$ cat config.mk
export PLATFORM = sky130hd
export DESIGN_NAME = instr_encoder
export DESIGN_NICKNAME = d
export VERILOG_FILES = /design/src/rtl/instr_encoder.sv
export SDC_FILE = /design/constraint.sdc
export NUM_CORES = 1
export LEC_CHECK = 0
export ABC_AREA = 1
export CAP_MARGIN = 0
export CORE_ASPECT_RATIO = 0.6
export CORE_MARGIN = 2
export CORE_UTILIZATION = 35
export CTS_BUF_LIST = sky130_fd_sc_hd__clkbuf_8
export DETAILED_ROUTE_END_ITERATION = 12
export RECOVER_POWER = 50
export SYNTH_ARGS = -nofsm -noshare
export SYNTH_HDL_FRONTEND = slang
export SYNTH_SLANG_ARGS = --single-unit
$ cat constraint.sdc
create_clock -name clk -period 6.1 [get_ports clk]
set_input_delay 1.22 -clock clk [delete_from_list [all_inputs] [get_ports clk]]
set_output_delay 1.22 -clock clk [all_outputs]
set_load 0.05 [all_outputs]
$ cat src/rtl/instr_encoder.sv
// RV32I micro-op encoder: turns descriptors into instruction words and streams
// them through a small FIFO into imem at consecutive word addresses.
module instr_encoder #(
  parameter int DEPTH     = 4,
  parameter int ADDR_W    = 10,
  parameter int BASE_ADDR = 0
) (
  input  logic              clk,
  input  logic              rst,
  input  logic              in_valid,
  output logic              in_ready,
  input  logic [2:0]        in_cls,
  input  logic [2:0]        in_funct3,
  input  logic              in_alt,
  input  logic [4:0]        in_rd,
  input  logic [4:0]        in_rs1,
  input  logic [4:0]        in_rs2,
  input  logic [12:0]       in_imm,
  output logic              mem_valid,
  input  logic              mem_ready,
  output logic [ADDR_W-1:0] mem_addr,
  output logic [31:0]       mem_wdata,
  output logic [ADDR_W:0]   count,
  output logic              err,
  input  logic              err_clr
);

  localparam int PW = (DEPTH > 1) ? $clog2(DEPTH) : 1;
  localparam logic [PW:0]       FULL_OCC = (PW+1)'(DEPTH);
  localparam logic [ADDR_W-1:0] BASE     = ADDR_W'(BASE_ADDR);

  logic [31:0] word;
  logic        illegal;

  always_comb begin
    word    = '0;
    illegal = 1'b0;
    case (in_cls)
      3'd0: begin
        if (in_funct3 == 3'b001 || in_funct3 == 3'b101)
          word = {1'b0, in_alt, 5'b0, in_imm[4:0], in_rs1, in_funct3, in_rd, 7'b0010011};
        else
          word = {in_imm[11:0], in_rs1, in_funct3, in_rd, 7'b0010011};
      end
      3'd1: word = {1'b0, in_alt, 5'b0, in_rs2, in_rs1, in_funct3, in_rd, 7'b0110011};
      3'd2: word = {in_imm[11:5], in_rs2, in_rs1, 3'b010, in_imm[4:0], 7'b0100011};
      3'd3: word = {in_imm[11:0], in_rs1, 3'b010, in_rd, 7'b0000011};
      3'd4: begin
        word    = {in_imm[12], in_imm[10:5], in_rs2, in_rs1, in_funct3,
                   in_imm[4:1], in_imm[11], 7'b1100011};
        // funct3 010/011 are not branch conditions; targets must be halfword aligned
        illegal = (in_funct3[2:1] == 2'b01) || in_imm[0];
      end
      default: illegal = 1'b1;
    endcase
  end

  logic          accept, push, pop;
  logic [31:0]   fifo [DEPTH];
  logic [PW-1:0] wr_ptr, rd_ptr;
  logic [PW:0]   occ, occ_next;

  assign accept    = in_valid && in_ready;
  assign push      = accept && !illegal;
  assign mem_valid = (occ != '0);
  assign pop       = mem_valid && mem_ready;
  assign mem_wdata = mem_valid ? fifo[rd_ptr] : '0;

  always_comb begin
    occ_next = occ;
    case ({push, pop})
      2'b10:   occ_next = occ + 1'b1;
      2'b01:   occ_next = occ - 1'b1;
      default: occ_next = occ;
    endcase
  end

  always_ff @(posedge clk) begin
    if (push) fifo[wr_ptr] <= word;
  end

  // in_ready is registered from next occupancy, so a full FIFO never pushes
  // even when a pop happens in the same cycle.
  always_ff @(posedge clk or posedge rst) begin
    if (rst) begin
      wr_ptr   <= '0;
      rd_ptr   <= '0;
      occ      <= '0;
      in_ready <= 1'b0;
      mem_addr <= BASE;
      count    <= '0;
      err      <= 1'b0;
    end else begin
      occ      <= occ_next;
      in_ready <= (occ_next != FULL_OCC);
      if (push) wr_ptr <= wr_ptr + 1'b1;
      if (pop) begin
        rd_ptr   <= rd_ptr + 1'b1;
        mem_addr <= mem_addr + 1'b1;
        if (count != '1) count <= count + 1'b1;
      end
      if (accept && illegal) err <= 1'b1;
      else if (err_clr)      err <= 1'b0;
    end
  end

endmodule

==> summary.md, run 1 <==
| Metric | Value |
|---|---|
| Period utilization | 67.67% |
| All-Layer GR Usage | 16.07% |
| Top cells by area, synth | edfxtp_1 (53%), dfrtp_1 (11%), nor2_1 (8.8%), nand2_1 (5.5%), o21ai_0 (4.2%) |
| Drt via density | 4.642 |
| Die H | 110.4 microns |
| Synth-to-layout area growth | 22.50% |
| Worst-Skew Late Latency | 0.44 ns |
| First-pass GRT wire length | roughly 25000 microns |
| Initial antenna violation count | 2 |
| Hold Vio Cnt, Final | 0 |
| Hold Buf Count CTS | 0 |
| Number of placed I/O pins | 96 |
| CTS Buf Count | 17 |
| Inst Count DP | between 900 and 1000 |
| Post-synthesis sequential area ratio | about 64% |
| Setup fix buffers added after clock tree synthesis | 0 |
| Cell with the most instances after synthesis | nor2_1 |
| Clock sink count | around 150 |
| Grt ovf | 0 |
| Status | finished with violations |
| Post-synth cell types | 30 |
| Register bit total from synthesis | 146 |
| Number of synthesized flops with an enable pin | 116 |
| Core ar. | 0.01826 sq mm |
| Leak | ~3.2 nW |
| Initial core utilization | 36.18% |
| Endpoints failing setup | 0 |
| Mapped Area | approximately 0.0066 sq mm |
| Worst Tran Pin Value | 1.669 ns |
| Clock Pin Slew Worst Setup and Hold Paths | around 0.10 ns |
| Startpoint class of the critical path | flop |
| Peak supply drop | 346.6 uV |
| Vias in the first global route | between 4000 and 5000 |
| Max Slew Vio Count | 31 |
| Dominant synthesized flop cell | edfxtp_1 |
| Port Buffer Count | 93 |
| Max Clock Freq | ~240 MHz |
| Yosys top cell by area | edfxtp_1 |
| N_diodes | 0 |
| Die X | 181.4 microns |
| Worst-path fanout max | 31 |
| Detail Route Antenna Nets | 0 |
| WL per Instance | 15.67 microns |
| Final wirelength | 15660 microns |
| Pwr dens | 516.4 mW/mm^2 |
| Failing checks | capacitance limit, slew limit |
| Post-synth ARST share | about a fifth |
| Pre-antenna DRT Iters | 5 |
| Final Critical Period | 4.128 ns |
| WP data required | 4.88 ns |
| Cells after synthesis | 653 |
| Nets@finish | between 700 and 800 |
| Via count | 4637 |
| Non-Filler Instances | 999 |
| RSZ-0062 raised after global routing | false |
| Maxcap violations | 1 |
| Routability cong. | 0.7927 |
| Root Buffer | clkbuf_8 |
| Die area | 0.02003 sq mm |
| Setup TNS | 0 ns |
| Fraction of layout cells with a size suffix above 1 | 7.246% |
| CTS tree | built |
| Class of the worst hold path | flop to flop |
| DRC viols | 0 |
| Rows | 38 |
| Synthesized area per cell | 10.12 sq um |
| Post_cts resized | 0 |
| Synth top cells by count | nor2_1 (154), edfxtp_1 (116), nand2_1 (97) |
| Largest net degree at the start of global routing | 60 |
| Initial detailed-routing violation count | 411 |
| Slew headroom | -11.25% |
| CP Class | flop to output pin |
| H-Tree Depth | 4 |
| Critical Path End Type | output pin |
| Filler cell count | 1754 |
| Post-DP HPWL | 10190 microns |
| Yosys warning total | 0 |
| Clock skew | around 0.015 ns |
| Crit path DAT | 2.91 ns |
| Yosys top cell area share | 52.73% |
| CTS Buffer Depth | 2 |
-- sequential cells by signal, summed over array words and instances (netlist names) --
| signal | flops |
|---|---|
| occ | 3 |
| count | 11 |
| wr_ptr | 2 |
| rd_ptr | 2 |
| mem_addr | 10 |
| err | 1 |
| in_ready | 1 |
| fifo | 116 |
-- final timing paths --
path                            from             to  slack [ns]  cells after the start
setup reg to reg              occ[0]       in_ready        3.51                     12
min in group asynchronous        rst      count[10]        1.79                      3
hold / removal             count[10]      count[10]        0.49                      2
max in group asynchronous        rst      rd_ptr[0]        3.21                      3
hold reg to reg            count[10]      count[10]        0.49                      2
setup / recovery           rd_ptr[1]  mem_wdata[14]        1.97                      6
-- power by group --
part           switching [mW]  leakage [nW]  total [mW]  internal [mW]
clock                   0.444         0.194       0.754          0.310
sequential             0.0847          1.44        1.32           1.23
combinational            1.48          1.53        2.11          0.629
total                    2.01          3.17        4.18           2.17
-- through the flow --
stage	setup WS (ns)	hold WS (ns)	cell area (sq um)	power, mW	utilization (%)
after floorplan	2.699	0.4659	6610	2.822	-
after global placement	2.450	0.4773	7745	3.460	42.42
after detailed placement	2.439	0.4749	7745	3.463	42.42
after CTS	1.942	0.4996	8135	4.227	44.56
after global routing	1.810	0.5305	8093	4.409	44.33
final	1.972	0.4909	8093	4.179	44.33
-- layer usage --
layer / GRT usage (%) / share of wire [%] / vias to the layer above
met5: 0 / 0.22 / -
met4: 4.173 / 0.84 / 4
met3: 4.354 / 7.0 / 17
met2: 21.69 / 40 / 159
met1: 25.01 / 52 / 2120
li1: - / - / 2337
-- critical path, stage by stage, from the launching register on --
cell	delay (ns)
dfrtp_1	0.33
buf_4	0.36
inv_2	0.35
nor2_1	0.21
o21ai_0	0.11
a21oi_1	0.26
clkdlybuf4s50_1	0.86
-- cell families after synthesis --
logic type	Yosys count	share of synthesized area (%)
AOI/OAI and AO/OA	112	8.807
adders and majority gates	8	1.629
buffers and inverters	93	6.174
other	1	0.05676
and+or+nand+nor	279	17.27
xor gates and xnor gates	14	1.970
DFF	146	64.09
-- placed cells by master, fill, tap and decap left out, drive strengths merged --
master           n
o221ai           1
nand2          101
nand3           13
nand4            6
fa               1
conb             2
clkbuf          18
buf              6
dfrtp           30
xnor2            5
a21oi           30
nor2           159
o22ai            5
o21ai           76
edfxtp         116
clkinvlp         2
clkdlybuf4s50   89
xor2             9
dlygate4sd3      4
clkinv           2
ha               7
inv             77
-- cell type report --
type	instances	area, sq um	area share, %
well taps	240	300.3	3.711
flip-flops and latches	146	4235	52.33
multi-input cells	415	1939	23.96
clock inverters	15	156.4	1.933
repair buffers	100	979.7	12.11
clock buffers	17	234.0	2.891
inverters	66	247.7	3.061
Power figures use the tool's default switching activity.
==> inputs of run 2 (changes only) <==
==> constraint.sdc (replaced) <==
create_clock -name clk -period 4.3 [get_ports clk]
set_input_delay 0.86 -clock clk [delete_from_list [all_inputs] [get_ports clk]]
set_output_delay 0.86 -clock clk [all_outputs]
set_load 0.05 [all_outputs]
==> summary.md, run 2 (same netlist as run 1, synthesis figures left out) <==
| Metric | Value |
|---|---|
| Worst-Skew Late Latency | about 0.43 ns |
| Cell-internal power | 3.115 mW |
| Initial antenna violation count | 1 |
| CP Class | flop to output pin |
| Max reg flops | 116 |
| Core ar. | 0.01826 sq mm |
| Routability cong. | between 0.7 and 0.8 |
| First-pass GRT wire length | 25190 microns |
| Startpoint class of the critical path | flop |
| Clock Pin Slew Worst Setup and Hold Paths | 0.08 ns |
| Rows | 38 |
| Pre-CTS setup slack | between 1 and 1.5 ns |
| Most frequent cells in the layout | nor2_1 (153), edfxtp_1 (116), nand2_1 (100), clkdlybuf4s50_1 (88), o21ai_0 (64) |
| Crit path DAT | 2.76 ns |
| Endpoints failing setup | 0 |
| Peak supply drop | 627.3 uV |
| Setup TNS | 0 ns |
| Nets@finish | about 800 |
| Largest net degree at the start of global routing | 60 |
| Crit-path max cell delay | ~0.85 ns |
| WHS Path Cells | 2 |
| Die X | 181.4 microns |
| Post_cts resized | 0 |
| Final Critical Period | 3.622 ns |
| Comb pwr share | 51.4% |
| DRC viols | 0 |
| WP data required | 3.44 ns |
| Maxcap violations | 0 |
| Die H | 110.4 microns |
| Crit path buf inv count | 2 |
| Status | finished, final reports clean |
| R2R cell count | 12 |
| Final worst setup slack | a little under 0.7 ns |
| Post-DP HPWL | 10540 microns |
| Critical path's slowest cell | clkdlybuf4s50_1 |
| Worst-path fanout max | 59 |
| Root Buffer | clkbuf_8 |
| Most flop-heavy register | fifo |
| Grt ovf | 0 |
| Worst R2R End | in_ready |
| Critical-path cell list | buf_4, nor2_1, nor2_1, o21ai_0, a21oi_1, clkdlybuf4s50_1 |
| Post-route cell area | 0.008083 sq mm |
| Dpl cell area | 0.007775 sq mm |
| Hold Buf Count CTS | 0 |
| Final wirelength | 15860 microns |
| Class of the worst hold path | flop to flop |
| Max Slew Vio Count | 0 |
| Initial core utilization | 36.18% |
| CTS Buf Count | 17 |
| N_diodes | 0 |
| Slew headroom | between 20% and 30% |
| Worst r2r src | occ[0] |
| WL per Instance | approximately 16 microns |
| WHS | 0.4987 ns |
| Setup fix buffers added after clock tree synthesis | 0 |
| Pre-antenna DRT Iters | 4 |
| Sw power | around 2.8 mW |
| Initial detailed-routing violation count | 406 |
| All-Layer GR Usage | between 15 and 20% |
| Period utilization | 84.24% |
| Leak | 3.175 nW |
| H-Tree Depth | 4 |
| Clock skew | 0.009455 ns |
| Critical Path End Type | output pin |
| Commonest non-fill, non-tap cell in the layout | nor2_1 |
| Port Buffer Count | 93 |
| Reg2Reg Setup Slack | 1.74 ns |
| Fraction of layout cells with a size suffix above 1 | 7.218% |
| Drt via density | ~4.7 |
| Die area | approximately 0.02 sq mm |
| Vias in the first global route | 4500 |
| Max Clock Freq | roughly 280 MHz |
| Synth-to-layout area growth | 22.35% |
| Pwr dens | 726.6 mW/mm^2 |
| CTS tree | built |
| Largest registers | fifo (116), count (11), mem_addr (10) |
| Hold wc startpoint | count[10] |
| Worst hold endpoint | count[10] |
| Detail Route Antenna Nets | 0 |
| Via count | ~4700 |
| Number of placed I/O pins | 96 |
| Crit path max-delay family | buffers and inverters |
| Most frequent CP cell | nor2_1 |
| Hold Vio Cnt, Final | 0 |
| Power share of the clock group | 16.7% |
| Clock sink count | 146 |
| Worst Tran Pin Value | 1.141 ns |
| Switching share of total power | 46.97% |
| CTS Buffer Depth | 2 |
| Sequential share of power | 31.9% |
| RSZ-0062 raised after global routing | false |
-- run 2: cell count changes in the layout (fill, tap and decap cells not counted) --
cell,delta
clkinv_4,+3
clkinvlp_4,-1
dlygate4sd3_1,+1
inv_6,-3
buf_4,+4
clkinv_1,+2
inv_8,-5
inv_1,+1
clkdlybuf4s50_1,-1
clkinv_2,+3
clkinv_8,-2
bufinv_16,+1
-- run 2: how the worst max path moves through the flow --
stage	start	end	depth (start not counted)	slack, ns
detailed placement	in_cls[0]	in_ready	11	1.04
floorplan	in_cls[0]	fifo[0][10]	5	1.26
global route	rd_ptr[0]	mem_wdata[0]	6	0.46
finish	rd_ptr[0]	mem_wdata[1]	6	0.68
CTS	rd_ptr[0]	mem_wdata[8]	6	0.63
global placement	in_cls[0]	in_ready	11	1.10
-- run 2: metrics by stage --
stage / util (%) / instances / total power, mW
after CTS: 44.50 / 1002 / 5.944
after floorplan: - / 654 / 4.004
after global placement: 42.59 / 971 / 4.943
after detailed placement: 42.59 / 971 / 4.955
final: 44.27 / 1002 / 5.873
after global routing: 44.27 / 1002 / 6.223
-- run 2: tightest hold or removal path: stages, from the launching register on --
cell and delay [ns]:
dfrtp_1 0.36, inv_1 0.05, o21ai_0 0.06
-- run 2: final cells by class --
type                       instances  area (sq um)
clock buffer                      17         234.0
clock inverter                    14         116.4
fill                            1761         10170
inverter                          66         247.7
multi-input combinational        415          1939
sequential                       146          4235
tap                              240         300.3
timing repair buffer             104          1010
-- run 2: power groups by stage --
stage	logic, mW	clock network, mW	registers, mW
2_1_floorplan	1.93	0	2.07
3_3_place_gp	3.04	0	1.90
3_5_place_dp	3.05	0	1.90
4_1_cts	3.06	1.01	1.87
5_1_grt	3.26	1.07	1.90
6_report	3.02	0.981	1.87
-- run 2: routing by layer --
layer	vias up	wire, microns	GRT usage [%]
met1	2213	8090	24.70
met3	13	1013	4.815
met2	158	6625	22.63
met4	2	115	3.740
met5	-	13	0
li1	2344	-	-
==> inputs of run 3 (changes only) <==
==> constraint.sdc (replaced) <==
create_clock -name clk -period 3.4 [get_ports clk]
set_input_delay 0.68 -clock clk [delete_from_list [all_inputs] [get_ports clk]]
set_output_delay 0.68 -clock clk [all_outputs]
set_load 0.05 [all_outputs]
==> summary.md, run 3 (same netlist as run 1, synthesis figures left out) <==
| Metric | Value |
|---|---|
| Status | finished, final reports clean |
| Leak | around 3.3 nW |
| Largest net degree at the start of global routing | 34 |
| Dpl cell area | 0.008113 sq mm |
| Class of the worst hold path | flop to flop |
| Via count | around 4600 |
| Fraction of layout cells with a size suffix above 1 | 11.72% |
| Core ar. | 0.01826 sq mm |
| Crit path buf inv count | 3 |
| RSZ-0062 raised after global routing | false |
| Nets@finish | 803 |
| Number of placed I/O pins | 96 |
| Grt ovf | 0 |
| N_diodes | 0 |
| Most frequent cells in the layout | nor2_1 (152), edfxtp_1 (116), nand2_1 (100), o21ai_0 (65), inv_1 (62) |
| Most flop-heavy register | fifo |
| Hold Vio Cnt, Final | 0 |
| Hold Buf Count CTS | 0 |
| H-Tree Depth | 4 |
| CP Launch Point | in_cls[1] |
| WHS Path Cells | 2 |
| Port Buffer Count | 93 |
| WL per Instance | 15.37 microns |
| Clock sink count | 146 |
| Power share of the clock group | 15.0% |
| CTS Buf Count | 17 |
| Reg2Reg Setup Slack | slightly above 1 ns |
| Post-DP HPWL | 10450 microns |
| WP data required | 3.78 ns |
| Root Buffer | clkbuf_8 |
| Largest registers | fifo (116), count (11), mem_addr (10) |
| Worst R2R End | count[4] |
| Post_cts resized | 0 |
| Maxcap violations | 0 |
| Period utilization | 90.09% |
| Pwr dens | 977.7 mW/mm^2 |
| Worst-path fanout max | 7 |
| Post-route cell area | 0.008417 sq mm |
| All-Layer GR Usage | between 10% and 20% |
| Sw power | 3.717 mW |
| Worst Tran Pin Value | 0.9946 ns |
| CP Class | primary input to flop |
| Max Clock Freq | between 300 and 400 MHz |
| Commonest non-fill, non-tap cell in the layout | nor2_1 |
| Hold wc startpoint | count[10] |
| Initial core utilization | 36.18% |
| Initial antenna violation count | 0 |
| Max reg flops | 116 |
| Initial detailed-routing violation count | 280 |
| DRC viols | 0 |
| Critical-path cell list | dlygate4sd3_1, nor2_4, inv_2, o21ai_0, nand2_1, ha_1, inv_1, fa_1, o21ai_0, nor2_1, nand2_1 |
| R2R cell count | 9 |
| Final wirelength | 15490 microns |
| Peak supply drop | just under 1000 uV |
| Max Slew Vio Count | 0 |
| Sequential share of power | 29.5% |
| Pre-antenna DRT Iters | 5 |
| Final Critical Period | 3.063 ns |
| Drt via density | between 4 and 5 |
| Routability cong. | 0.7898 |
| Cell-internal power | 4.512 mW |
| CTS Buffer Depth | 2 |
| Crit path max-delay family | buffers and inverters |
| Worst hold endpoint | count[10] |
| Switching share of total power | 45.17% |
| Comb pwr share | a little under three fifths |
| Startpoint class of the critical path | primary input |
| Die area | 0.02003 sq mm |
| Clock Pin Slew Worst Setup and Hold Paths | 0.08 ns |
| Endpoints failing setup | 0 |
| Die X | 181.4 microns |
| Critical Path End Type | flop |
| Critical path's slowest cell | dlygate4sd3_1 |
| Setup TNS | 0 ns |
| Worst r2r src | occ[0] |
| CTS tree | built |
| First-pass GRT wire length | 25090 microns |
| Layout Utilization | 46.10% |
| Crit path DAT | around 3.5 ns |
| Setup fix buffers added after clock tree synthesis | 0 |
| Synth-to-layout area growth | 27.41% |
| Slew headroom | 32.99% |
| Rows | 38 |
| Worst-Skew Late Latency | around 0.45 ns |
| Die H | 110.4 microns |
| Detail Route Antenna Nets | 0 |
| Vias in the first global route | about 4500 |
| Crit-path max cell delay | ~0.63 ns |
| Clock skew | 0.01369 ns |
[run 3: worst max path at each step]
stage                               end  slack [ns]  depth (start not counted)
final                          in_ready        0.34                         11
after global routing           in_ready        0.15                         11
after CTS                 mem_wdata[20]        0.32                          6
after detailed placement       in_ready        0.32                         11
after global placement         in_ready        0.43                         11
after floorplan             fifo[0][10]        0.54                          5
[run 3: worst reg2reg max path: stages, from the launching register on]
cell and delay [ns]:
dfrtp_1 0.37, inv_1 0.09, nand3_1 0.14, nand2_1 0.26
inv_1 0.17, clkbuf_1 0.44, nand2_1 0.40, inv_1 0.31
nand2_1 0.08, nand2_1 0.06
[run 3: area by class of cell]
type	instances	area, sq um
inverter	66	247.7
multi-input combinational	415	1938
fill	1708	9841
timing repair buffer	109	1340
clock inverter	15	121.4
tap	240	300.3
sequential	146	4235
clock buffer	17	234.0
[run 3: through the flow]
step | instances | setup slack [ns] | hold WS [ns] | power, mW
final | 1008 | 0.3371 | 0.4953 | 8.229
after global routing | 1008 | 0.1471 | 0.5586 | 8.665
after CTS | 1008 | 0.3191 | 0.4992 | 8.329
after detailed placement | 976 | 0.3177 | 0.4784 | 7.091
after global placement | 976 | 0.4306 | 0.4756 | 7.080
after floorplan | 654 | 0.5389 | 0.4659 | 5.064
[run 3: power by group through the flow]
stage / Clock (mW) / Sequential [mW] / Combinational, mW
floorplan: 0 / 2.62 / 2.44
finish: 1.23 / 2.43 / 4.57
detailed placement: 0 / 2.46 / 4.63
global placement: 0 / 2.46 / 4.62
CTS: 1.26 / 2.43 / 4.64
global route: 1.34 / 2.47 / 4.86
[run 3: layer usage]
metal,up-vias,global-route usage (%),wire (microns)
met5,-,0,0
met4,0,3.902,85
met3,6,4.189,886
met2,144,23.19,6543
met1,2130,24.33,7974
li1,2358,-,-
